===== config.mk =====
export PLATFORM = sky130hd
export DESIGN_NAME = uart_rx_core
export DESIGN_NICKNAME = d
export VERILOG_FILES = /design/src/rtl/uart_rx_core.sv
export SDC_FILE = /design/constraint.sdc
export NUM_CORES = 1
export LEC_CHECK = 0
export CORE_MARGIN = 8
export CORE_UTILIZATION = 45
export DETAILED_ROUTE_END_ITERATION = 12
export DONT_BUFFER_PORTS = 1
export SLEW_MARGIN = 20
export SYNTH_ARGS = -nofsm -noshare
export SYNTH_HDL_FRONTEND = slang
export SYNTH_SLANG_ARGS = --single-unit

===== constraint.sdc =====
create_clock -name clk_i -period 7.3 [get_ports clk_i]
set_clock_uncertainty 0.2 [all_clocks]
set_input_delay 0.73 -clock clk_i [delete_from_list [all_inputs] [get_ports clk_i]]
set_output_delay 0.73 -clock clk_i [all_outputs]
set_load 0.01 [all_outputs]

===== src/rtl/uart_rx_core.sv =====
// UART receive front end: 2-flop synchroniser, start detect, mid-bit sampling, 8N1 framing.
// Define UART_RX_PARITY_EN to insert an even-parity bit between the data bits and the stop bit.
module uart_rx_core (
   input  logic        clk_i,
   input  logic        rst_ni,
   input  logic        rx_en_i,
   input  logic [15:0] baud_i,
   input  logic        rx_i,
   output logic [7:0]  rx_byte_o,
   output logic        rx_done_o,
   output logic        start_det_o,
   output logic        frame_err_o
);

   typedef enum logic [2:0] {
      S_IDLE    = 3'd0,
      S_START   = 3'd1,
      S_DATA    = 3'd2,
`ifdef UART_RX_PARITY_EN
      S_PARITY  = 3'd3,
`endif
      S_STOP    = 3'd4,
      S_CLEANUP = 3'd5
   } state_t;

   state_t      r_state;
   state_t      w_stateNext;
   logic        r_sync1;
   logic        r_sync2;
   logic [15:0] r_baudQ;
   logic [15:0] r_cnt;
   logic [2:0]  r_idx;
   logic [7:0]  r_shift;
   logic [7:0]  r_rxByte;
   logic        r_done;
   logic        r_startDet;
   logic        r_frameErr;

   logic [15:0] w_baudQNext;
   logic [15:0] w_cntNext;
   logic [2:0]  w_idxNext;
   logic [7:0]  w_shiftNext;
   logic [7:0]  w_rxByteNext;
   logic        w_done;
   logic        w_startDet;
   logic        w_frameErr;
   logic        w_rxS;
   logic        w_startCond;
   logic        w_halfHit;
   logic        w_bitHit;
   logic        w_stopGood;

   assign w_rxS       = r_sync2;
   assign w_startCond = !w_rxS && (baud_i >= 16'd4);
   assign w_halfHit   = (r_cnt == ((r_baudQ >> 1) - 16'd1));
   assign w_bitHit    = (r_cnt == (r_baudQ - 16'd1));

`ifdef UART_RX_PARITY_EN
   logic r_parity;
   logic w_parityNext;
   assign w_stopGood = w_rxS && ((^r_shift) == r_parity);
`else
   assign w_stopGood = w_rxS;
`endif

   always_ff @(posedge clk_i or negedge rst_ni) begin
      if (!rst_ni) begin
         r_state    <= S_IDLE;
         r_sync1    <= 1'b1;
         r_sync2    <= 1'b1;
         r_baudQ    <= 16'd0;
         r_cnt      <= 16'd0;
         r_idx      <= 3'd0;
         r_shift    <= 8'h00;
         r_rxByte   <= 8'h00;
         r_done     <= 1'b0;
         r_startDet <= 1'b0;
         r_frameErr <= 1'b0;
`ifdef UART_RX_PARITY_EN
         r_parity   <= 1'b0;
`endif
      end else begin
         r_state    <= w_stateNext;
         r_sync1    <= rx_i;
         r_sync2    <= r_sync1;
         r_baudQ    <= w_baudQNext;
         r_cnt      <= w_cntNext;
         r_idx      <= w_idxNext;
         r_shift    <= w_shiftNext;
         r_rxByte   <= w_rxByteNext;
         r_done     <= w_done;
         r_startDet <= w_startDet;
         r_frameErr <= w_frameErr;
`ifdef UART_RX_PARITY_EN
         r_parity   <= w_parityNext;
`endif
      end
   end

   always_comb begin
      w_stateNext = r_state;
      if (!rx_en_i) begin
         w_stateNext = S_IDLE;
      end else begin
         case (r_state)
            S_IDLE:    if (w_startCond) w_stateNext = S_START;
            S_START:   if (w_halfHit) w_stateNext = w_rxS ? S_IDLE : S_DATA;
`ifdef UART_RX_PARITY_EN
            S_DATA:    if (w_bitHit && (r_idx == 3'd7)) w_stateNext = S_PARITY;
            S_PARITY:  if (w_bitHit) w_stateNext = S_STOP;
`else
            S_DATA:    if (w_bitHit && (r_idx == 3'd7)) w_stateNext = S_STOP;
`endif
            S_STOP:    if (w_bitHit) w_stateNext = S_CLEANUP;
            S_CLEANUP: w_stateNext = S_IDLE;
            default:   w_stateNext = S_IDLE;
         endcase
      end
   end

   // Strobes are computed here and registered, so every output is a flop.
   always_comb begin
      w_baudQNext  = r_baudQ;
      w_cntNext    = r_cnt;
      w_idxNext    = r_idx;
      w_shiftNext  = r_shift;
      w_rxByteNext = r_rxByte;
      w_done       = 1'b0;
      w_startDet   = 1'b0;
      w_frameErr   = 1'b0;
`ifdef UART_RX_PARITY_EN
      w_parityNext = r_parity;
`endif
      if (!rx_en_i) begin
         w_cntNext = 16'd0;
         w_idxNext = 3'd0;
      end else begin
         case (r_state)
            S_IDLE: begin
               if (w_startCond) begin
                  w_baudQNext = baud_i;
                  w_cntNext   = 16'd0;
                  w_startDet  = 1'b1;
               end
            end
            S_START: begin
               if (w_halfHit) begin
                  w_cntNext = 16'd0;
                  w_idxNext = 3'd0;
               end else begin
                  w_cntNext = r_cnt + 16'd1;
               end
            end
            S_DATA: begin
               if (w_bitHit) begin
                  w_shiftNext = {w_rxS, r_shift[7:1]};
                  w_cntNext   = 16'd0;
                  w_idxNext   = r_idx + 3'd1;
               end else begin
                  w_cntNext = r_cnt + 16'd1;
               end
            end
`ifdef UART_RX_PARITY_EN
            S_PARITY: begin
               if (w_bitHit) begin
                  w_parityNext = w_rxS;
                  w_cntNext    = 16'd0;
               end else begin
                  w_cntNext = r_cnt + 16'd1;
               end
            end
`endif
            S_STOP: begin
               if (w_bitHit) begin
                  w_cntNext = 16'd0;
                  if (w_stopGood) begin
                     w_rxByteNext = r_shift;
                     w_done       = 1'b1;
                  end else begin
                     w_frameErr = 1'b1;
                  end
               end else begin
                  w_cntNext = r_cnt + 16'd1;
               end
            end
            S_CLEANUP: begin
               w_cntNext = 16'd0;
               w_idxNext = 3'd0;
            end
            default: begin
               w_cntNext = 16'd0;
               w_idxNext = 3'd0;
            end
         endcase
      end
   end

   assign rx_byte_o   = r_rxByte;
   assign rx_done_o   = r_done;
   assign start_det_o = r_startDet;
   assign frame_err_o = r_frameErr;

endmodule


# == Word-level counts from Yosys, hierarchy flattened ==
# Index checks and enable logic that the tools add are counted.
# totals
ff_bits,59
mem_bits_ro,0
latchBits,0
mem_bits_rw,0
out_inout_bits,11
elab_cells,66
inputBits,20
mem_count,0
# classes
eq_ne,12
n_mux,27
n_reduce_logical,11
n_addsub,4
multipliers,0
magnitude_cmp,1
n_div,0
shift,0
n_bitwise,0
# op_table
operator,count
$mux W16,4
$pmux W16 S3,1
$eq A16 B16 Y1,2
$mux W3,8
$add A16 B1 Y16 const B,1
$ge A16 B3 Y1 const B,1
$sub A15 B1 Y16 const B,1
$sub A16 B1 Y16 const B,1
$ne A3 B3 Y1 const B,5
$pmux W3 S4,1
$mux W1,11
$pmux W3 S3,1
$reduce_and A3 Y1,3
$reduce_and A4 Y1,2
$eq A3 B3 Y1 const B,2
$reduce_or A2 Y1,2
$add A3 B1 Y3 const B,1
$eq A3 B1 Y1 const B,1
$eq A3 B2 Y1 const B,1
$logic_not A3 Y1,1
$logic_and A1 B1 Y1,2
$mux W2,1
$ne A2 B2 Y1 const B,1
$logic_not A1 Y1,1

# == Logic depth before layout (Yosys ltp) ==
# Gate-level depths: netlist of the first run.
# logic_depth
word_depth,6
mapped_depth,11
depth_no_buf,10

# == Least setup slack after synthesis of the first run ==
# OpenSTA, ideal clock, no wires.
# synth_path
kind,register to register
start,register r_baudQ[1]
end,register r_rxByte[7] (netlist: rx_byte_o[7])
t_required_ns,6.972
t_arrival_ns,3.129
slack_ns,3.843
n_path_buf,1
setup_time_ns,0.128
period_less_slack_ns,3.457
path_stages_with_launch,12
cell_sequence,dfrtp_1 -> inv_1 -> ha_1 -> or3b_4 -> nor4_4 -> mux2i_1 -> or3b_1 -> a211oi_2 -> and2_1 -> buf_4 -> nand4_4 -> mux2_1
# synth_between
elab_chain_len,3
# synth_rtl
item,line,rtl
from (decl),30,logic [15:0] r_baudQ;
from (signal assigned),86,r_baudQ <= w_baudQNext;
$sub A16 B1 Y16,56,assign w_bitHit = (r_cnt == (r_baudQ - 16'd1));
$eq A16 B16 Y1,56,
$reduce_and A4 Y1 (no source line),-,
to (signal assigned),90,r_rxByte <= w_rxByteNext;
to (decl),34,logic [7:0] r_rxByte;
# Every way passes these cells.
# A chain may end at the register's enable or synchronous reset.

# == Worst setup path after layout of the first run ==
# layout_path
start,register r_baudQ[3]
end,register r_cnt[15]
# layout_between
elab_chain_len,5
elab_cells_between_ends,8
cone_classes,add/sub: 2; eq/ne: 2; mux: 4
# layout_rtl
item,line,rtl
$sub A16 B1 Y16 / $sub A15 B1 Y16 (equally long branches),"56, 55",
"$eq A16 B16 Y1, on equally long branches","56, 55",
"$mux W16, on equally long branches","155, 174, 147",
$pmux W16 S3 (*),138,case (r_state)
$mux W16 (*),134,if (!rx_en_i) begin
to (signal assigned),87,r_cnt <= w_cntNext;
to (decl),31,logic [15:0] r_cnt;
# Mark *: on every way between the ends. The rest lies on a longest branch, timed or not.

==> results by group, run 1 <==
Worst setup path
  • Worst EP required: 7.28 ns
  • Critical-path maximum fanout: 16
  • Setup crit start kind: register
  • Worst reg2reg path depth: 8
  • RR Endpoint: r_cnt[15]
  • Worst R2R Setup Slack: 2.92 ns
  • Worst EP arrival: 4.36 ns
  • Worst r2r src: r_baudQ[3]
  • CP endpoint kind: register
  • Critical path type: reg2reg

Placement
  • DP Worst Slack: 2.97 ns
  • GPL Wtd Cong: 0.854
  • PortBufs: 0
  • Dpl hpwl: 7000 um
  • Post-DP Area: 3960 um2

Detailed routing
  • Routed WL: 9950 um
  • Drt drc: 0
  • Routed wire per std cell: 18.5 um
  • Vias: 3249
  • Routed vias/inst: 6.04
  • DRT iter0 DRCs: 217
  • Pre-antenna DRT Iters: 4
  • Routed Antenna Nets: 0

Global route
  • First-pass GRT wire length: 16200 um
  • Overall routing resource usage: 17.4%
  • Initial antenna violation count: 0
  • GR Overflow Total: 0
  • Vias in the first global route: 3157
  • Largest net degree at the start of global routing: 58

Pwr
  • Power Total: 1.03 mW
  • Pleak: 1.77 nW
  • PD cells: 243 nW/um2
  • Peak VDD IR: 0.110 mV

Synth
  • EDFF count, synth: 0
  • Largest family of logic cells by synthesized area: simple AND/OR/NAND/NOR gates
  • Prevailing post-synth register cell: dfrtp_1
  • Cell count after synthesis: 447
  • Mux contribution to synthesized area: 6.17%
  • Simple-Gate Fraction of Synth Area: 28.9%
  • Area share of the largest cell type after synthesis: 36.0%
  • Register bit total from synthesis: 59
  • Ys async rst share: 100%
  • Post-synth cell types: 67
  • Top post-synthesis cells by area: dfrtp_1 (36%), nand2_1 (6.8%), mux2_2 (5.1%), xnor2_1 (4.0%), xor2_1 (4.0%)
  • Post-synthesis adder-cell area fraction: 1.58%
  • Synthesized area: 3960 um2
  • Post-synthesis xor/xnor area fraction: 7.97%
  • Seq/Total Area, Yosys: 37.4%
  • Yosys warns: 0
  • Synth Area in Compound Gates: 13.6%
  • Post-synthesis average cell area: 8.85 um2
  • Area leader, netlist: dfrtp_1
  • Synth Net Count: 472

Floorplanning
  • Site Rows: 34
  • Die X: 110 um
  • Die footprint: 12100 um2
  • Initial Util: 45.8%
  • Core ar.: 8640 um2
  • Top Ports: 31
  • Die height: 110 um

Cells and area
  • Layout Nets: 450
  • Share of layout cells above drive strength 1: 14.0%
  • Fillers: 805
  • N_diodes: 0
  • Area delta synth->final: 6.80%
  • Fin area: 4230 um2

Clocking
  • Clk Latency, worst-skew pair: 0.35 ns
  • # resized after CTS: 0
  • Max Root-Sink Buffers: 2
  • CTS sink cnt: 59
  • Clk slew on worst S/H paths: 0.08 ns
  • CTS tree: yes
  • # H-tree levels: 3
  • Root buffer cell: clkbuf_8
  • Number of CTS-inserted buffers: 9

STA
  • Slew @ Worst Pin: 1.01 ns
  • Fin. Hold Viols: 0
  • Tmin final: 4.38 ns
  • Setup-failing EPs final: 0
  • Final WS setup: 2.92 ns
  • Max Slew Vio Count: 0
  • F_max: 228 MHz
  • RSZ-0062 raised after global routing: false
  • Rel. slew slack: 31.9%
  • Final period utilization: 60.0%
  • Setup_tns: 0 ns

Run status
  • Outcome: completed

Min path
  • Hold Path Class: in2async

Job
  • Max Cap Viol: 0
==> worst max path at each step <==
stage | startpoint | end
floorplan | r_baudQ[1] | rx_byte_o[7]
global placement | r_baudQ[3] | r_cnt[15]
detailed placement | r_baudQ[1] | r_cnt[15]
CTS | r_baudQ[1] | r_cnt[15]
global route | r_baudQ[3] | r_cnt[15]
finish | r_baudQ[3] | r_cnt[15]
==> placed cells by master (no fill, tap or decap), types with 5 or more instances in the layout <==
master and instances:
a222oi_1 7, nor2_1 18, o21ai_0 9, xor2_1 18, o31ai_1 11, or3_1 5
and3_1 10, mux2_2 18, ha_1 5, nor3_1 8, dfrtp_1 57, nor4_1 12
or2_2 9, and2_1 12, nand2b_1 12, xnor2_1 18, nand2_1 72, nand4_1 10
a21oi_1 8, inv_1 7, clkbuf_8 9, nand3_1 21
==> layout make-up <==
| type | count | area [um2] | share of cell area, % |
|---|---|---|---|
| multi-input cells | 344 | 2310 | 54.7 |
| repair buffers | 3 | 45.0 | 1.07 |
| inverters | 8 | 30.0 | 0.710 |
| well taps | 108 | 135 | 3.20 |
| flip-flops and latches | 59 | 1480 | 35.0 |
| clock inverters | 7 | 100 | 2.37 |
| clock buffers | 9 | 124 | 2.93 |
==> per-stage QoR <==
stage | cells | util (%) | hold slack [ns]
final | 538 | 48.9 | 0.0336
after CTS | 537 | 48.7 | 0.00886
after detailed placement | 520 | 45.8 | 0.147
after global routing | 538 | 48.9 | 0.0470
after global placement | 520 | 45.8 | 0.146
after floorplan | 447 | - | 0.145
==> routing by layer <==
metal  share of wire (%)  wire, um  GRT usage, %  vias to the layer above
met2                  47      4660          26.9                       91
met4                 1.9       193          7.14                        0
li1                    -         -             -                     1566
met1                  45      4490          22.4                     1576
met5                   0         0             0                        -
met3                 6.2       613          4.57                       16
==> cells in the mapped netlist (5+ instances only) <==
cell type / number
buf_1: 5
dfrtp_1: 57
and2_1: 12
xnor2_1: 18
a222oi_1: 7
or2_2: 9
or3_1: 5
mux2_2: 18
o31ai_1: 11
nand2b_1: 12
nor2_1: 18
and3_1: 10
clkbuf_1: 25
a21oi_1: 9
inv_1: 7
nor3_1: 8
ha_1: 5
xor2_1: 18
nand2_1: 72
nand3_1: 21
o21ai_0: 9
nor4_1: 13
nand4_1: 10
buf_2: 5
==> cells by family (layout without fill, tap and decap cells) <==
| logic type | Yosys count | in the layout |
|---|---|---|
| XOR/XNOR | 36 | 36 |
| AND/OR/NAND/NOR | 213 | 213 |
| buffers and inverters | 44 | 27 |
| flip-flops | 59 | 59 |
| multiplexers | 22 | 22 |
| adder cells (fa/ha/maj) | 5 | 5 |
| AO/OA/AOI/OAI | 68 | 68 |
==> sequential cells by signal, summed over array words and instances, names as in the netlist <==
register	cells
r_idx	3
r_baudQ	16
rx_byte_o	8
r_sync2	1
start_det_o	1
r_cnt	16
r_shift	8
r_state	3
frame_err_o	1
rx_done_o	1
r_sync1	1
==> what timing repair did <==
action / CTS / global route
hold buffers: 1 / 1
hold endpoints to repair: 57 / 2
setup buffers: 0 / 0
==> power breakdown <==
| part | switching, mW | leakage, nW | internal (mW) | total (mW) |
|---|---|---|---|---|
| combinational | 0.142 | 0.870 | 0.110 | 0.253 |
| clock | 0.148 | 0.114 | 0.194 | 0.343 |
| sequential | 0.0762 | 0.788 | 0.353 | 0.430 |
==> worst max-delay path, cell delays in order (launching register included) <==
cell and delay (ns):
dfrtp_1 0.54, nor4_1 0.92, nand3_1 0.28, o41ai_1 0.36, o2111ai_1 0.19, a2111oi_0 0.51, nor2_1 0.33, a21oi_2 0.65
o21ai_0 0.23
Note: power is estimated with default switching activity, not from simulation.
==> run 2: changes to the inputs <==
Clock period 7.3 ns to 3.75 ns, I/O delays scaled along.
==> run 2 against run 1 <==
  * Clock power up 49%
  * Non-clock buffer count up 31
  * Clock-buffer cell count up 1
  * Core utilization up 2.8 points
  * Via count up 2.7%
  * Critical path type unchanged
  * Sequential share of layout area down 1.9 points
  * Largest cell class unchanged
  * Global-route usage down 0.18 points
  * Highest routed layer unchanged
==> results by group, run 2 (synthesized netlist as in run 1, its figures left out) <==
Cells and area
  • Area delta synth->final: 13.0% (was 6.80%)
  • N_diodes: 0 (unchanged)
  • Commonest cells after routing, fill and taps aside: nand2_1 (72), dfrtp_1 (57), nand3_1 (21) (unchanged)
  • Share of layout cells above drive strength 1: 15.8% (was 14.0%)
  • Largest registers: r_baudQ (16), r_cnt (16) (unchanged)
  • Fin area: 4470 um2 (was 4230 um2)
  • Commonest non-fill, non-tap cell in the layout: nand2_1 (unchanged)
  • Layout Nets: 481 (was 450)

Placement
  • Post-DP Area: 4070 um2 (was 3960 um2)
  • Dpl hpwl: 6990 um (was 7000 um)
  • GPL Wtd Cong: 0.810 (was 0.854)
  • PortBufs: 0 (unchanged)
  • DP Worst Slack: 0.120 ns (was 2.97 ns)

Run status
  • Outcome: completed (unchanged)

Worst setup path
  • CP endpoint kind: register (unchanged)
  • Worst EP arrival: 3.57 ns (was 4.36 ns)
  • Critical-path maximum fanout: 16 (unchanged)
  • Worst r2r src: r_baudQ[2] (was r_baudQ[3])
  • Critical path type: reg2reg (unchanged)
  • Worst reg2reg path depth: 12 (was 8)
  • RR Endpoint: r_cnt[12] (was r_cnt[15])
  • Setup crit start kind: register (unchanged)
  • Worst EP required: 3.76 ns (was 7.28 ns)
  • Worst R2R Setup Slack: 0.18 ns (was 2.92 ns)

Global route
  • Vias in the first global route: 3240 (was 3157)
  • Largest net degree at the start of global routing: 60 (was 58)
  • Initial antenna violation count: 0 (unchanged)
  • Overall routing resource usage: 17.2% (was 17.4%)
  • First-pass GRT wire length: 16100 um (was 16200 um)
  • GR Overflow Total: 0 (unchanged)

STA
  • Worst hold margin: 0.143 ns (was 0.0336 ns)
  • Slew @ Worst Pin: 0.663 ns (was 1.01 ns)
  • Final period utilization: 95.1% (was 60.0%)
  • Setup-failing EPs final: 0 (unchanged)
  • Final WS setup: 0.184 ns (was 2.92 ns)
  • Setup_tns: 0 ns (unchanged)
  • Max Slew Vio Count: 0 (unchanged)
  • Tmin final: 3.57 ns (was 4.38 ns)
  • F_max: 280 MHz (was 228 MHz)
  • Rel. slew slack: 55.4% (was 31.9%)
  • Fin. Hold Viols: 0 (unchanged)

Floorplanning
  • Top Ports: 31 (unchanged)
  • Die height: 110 um (unchanged)
  • Die footprint: 12100 um2 (unchanged)
  • Initial Util: 45.8% (unchanged)
  • Site Rows: 34 (unchanged)
  • Core ar.: 8640 um2 (unchanged)
  • Die X: 110 um (unchanged)

Pwr
  • PD cells: 427 nW/um2 (was 243 nW/um2)
  • Peak VDD IR: 0.203 mV (was 0.110 mV)
  • Pleak: 1.88 nW (was 1.77 nW)
  • Power Total: 1.91 mW (was 1.03 mW)

Clocking
  • # H-tree levels: 3 (unchanged)
  • Number of CTS-inserted buffers: 9 (unchanged)
  • Root buffer cell: clkbuf_8 (unchanged)
  • Post-CTS Setup Inserts: 0 (unchanged)
  • CTS tree: yes (unchanged)
  • Clk Latency, worst-skew pair: 0.34 ns (was 0.35 ns)
  • CTS sink cnt: 59 (unchanged)
  • Clk slew on worst S/H paths: 0.07 ns (was 0.08 ns)
  • Max Root-Sink Buffers: 2 (unchanged)

Detailed routing
  • Routed WL: 9920 um (was 9950 um)
  • Routed wire per std cell: 17.4 um (was 18.5 um)
  • Routed Antenna Nets: 0 (unchanged)
  • Drt drc: 0 (unchanged)
  • Vias: 3336 (was 3249)
  • DRT iter0 DRCs: 190 (was 217)
  • Pre-antenna DRT Iters: 5 (was 4)
  • Routed vias/inst: 5.86 (was 6.04)

Min path
  • Hold path endpoint: r_state[2]
  • WHS Path Cells: 2
  • Hold Path Class: in2reg (was in2async)
  • HP Start: rx_en_i

Job
  • Max Cap Viol: 0 (unchanged)
run 2: worst max-delay path by stage:
stage	from	to	slack (ns)
2_1_floorplan	r_baudQ[1]	rx_byte_o[7]	0.29
3_3_place_gp	r_baudQ[2]	r_shift[1]	0.15
3_5_place_dp	r_baudQ[2]	r_shift[3]	0.12
4_1_cts	r_baudQ[2]	r_shift[3]	0.1
5_1_grt	r_baudQ[2]	r_cnt[9]	-0.007
6_report	r_baudQ[2]	r_cnt[12]	0.18
run 2: stage by stage:
stage                     util, %  std cells
after floorplan                 -        447
after global placement       47.2        534
after detailed placement     47.2        534
after CTS                    51.5        569
after global routing         51.8        569
final                        51.8        569
run 2: cell type report:
class                      count  area [um2]
clock inverter                 6        41.3
inverter                       8        30.0
fill                         813        4170
tap                          108         135
timing repair buffer          34         333
multi-input combinational    344        2320
sequential                    59        1480
clock buffer                  10         128
run 2: metal layers:
layer | part of all wire [%] | GRT usage [%] | vias to the layer above
met1 | 46 | 22.1 | 1607
met2 | 46 | 27.4 | 87
met5 | 0 | 0 | -
met3 | 6.4 | 4.04 | 12
li1 | - | - | 1630
met4 | 1.7 | 6.27 | 0
run 2: worst max-delay path: stages, from the launching register on:
cell	delay (ns)
dfrtp_1	0.44
inv_1	0.12
ha_1	0.17
or3b_4	0.42
nor4_4	0.39
mux2i_1	0.11
or3b_1	0.45
a211oi_4	0.34
nand2_1	0.16
buf_4	0.21
a21oi_2	0.18
buf_12	0.17
o31ai_1	0.08
run 2: repair_timing:
item                                   CTS  global route
endpoints found under the hold margin   76             0
hold buffers                            19             0
setup endpoints to repair                0            25
gates resized for setup                  0             5
run 2: report_power, final:
group | switching, mW | total [mW] | internal (mW)
sequential | 0.122 | 0.811 | 0.689
combinational | 0.320 | 0.585 | 0.265
clock | 0.272 | 0.511 | 0.239
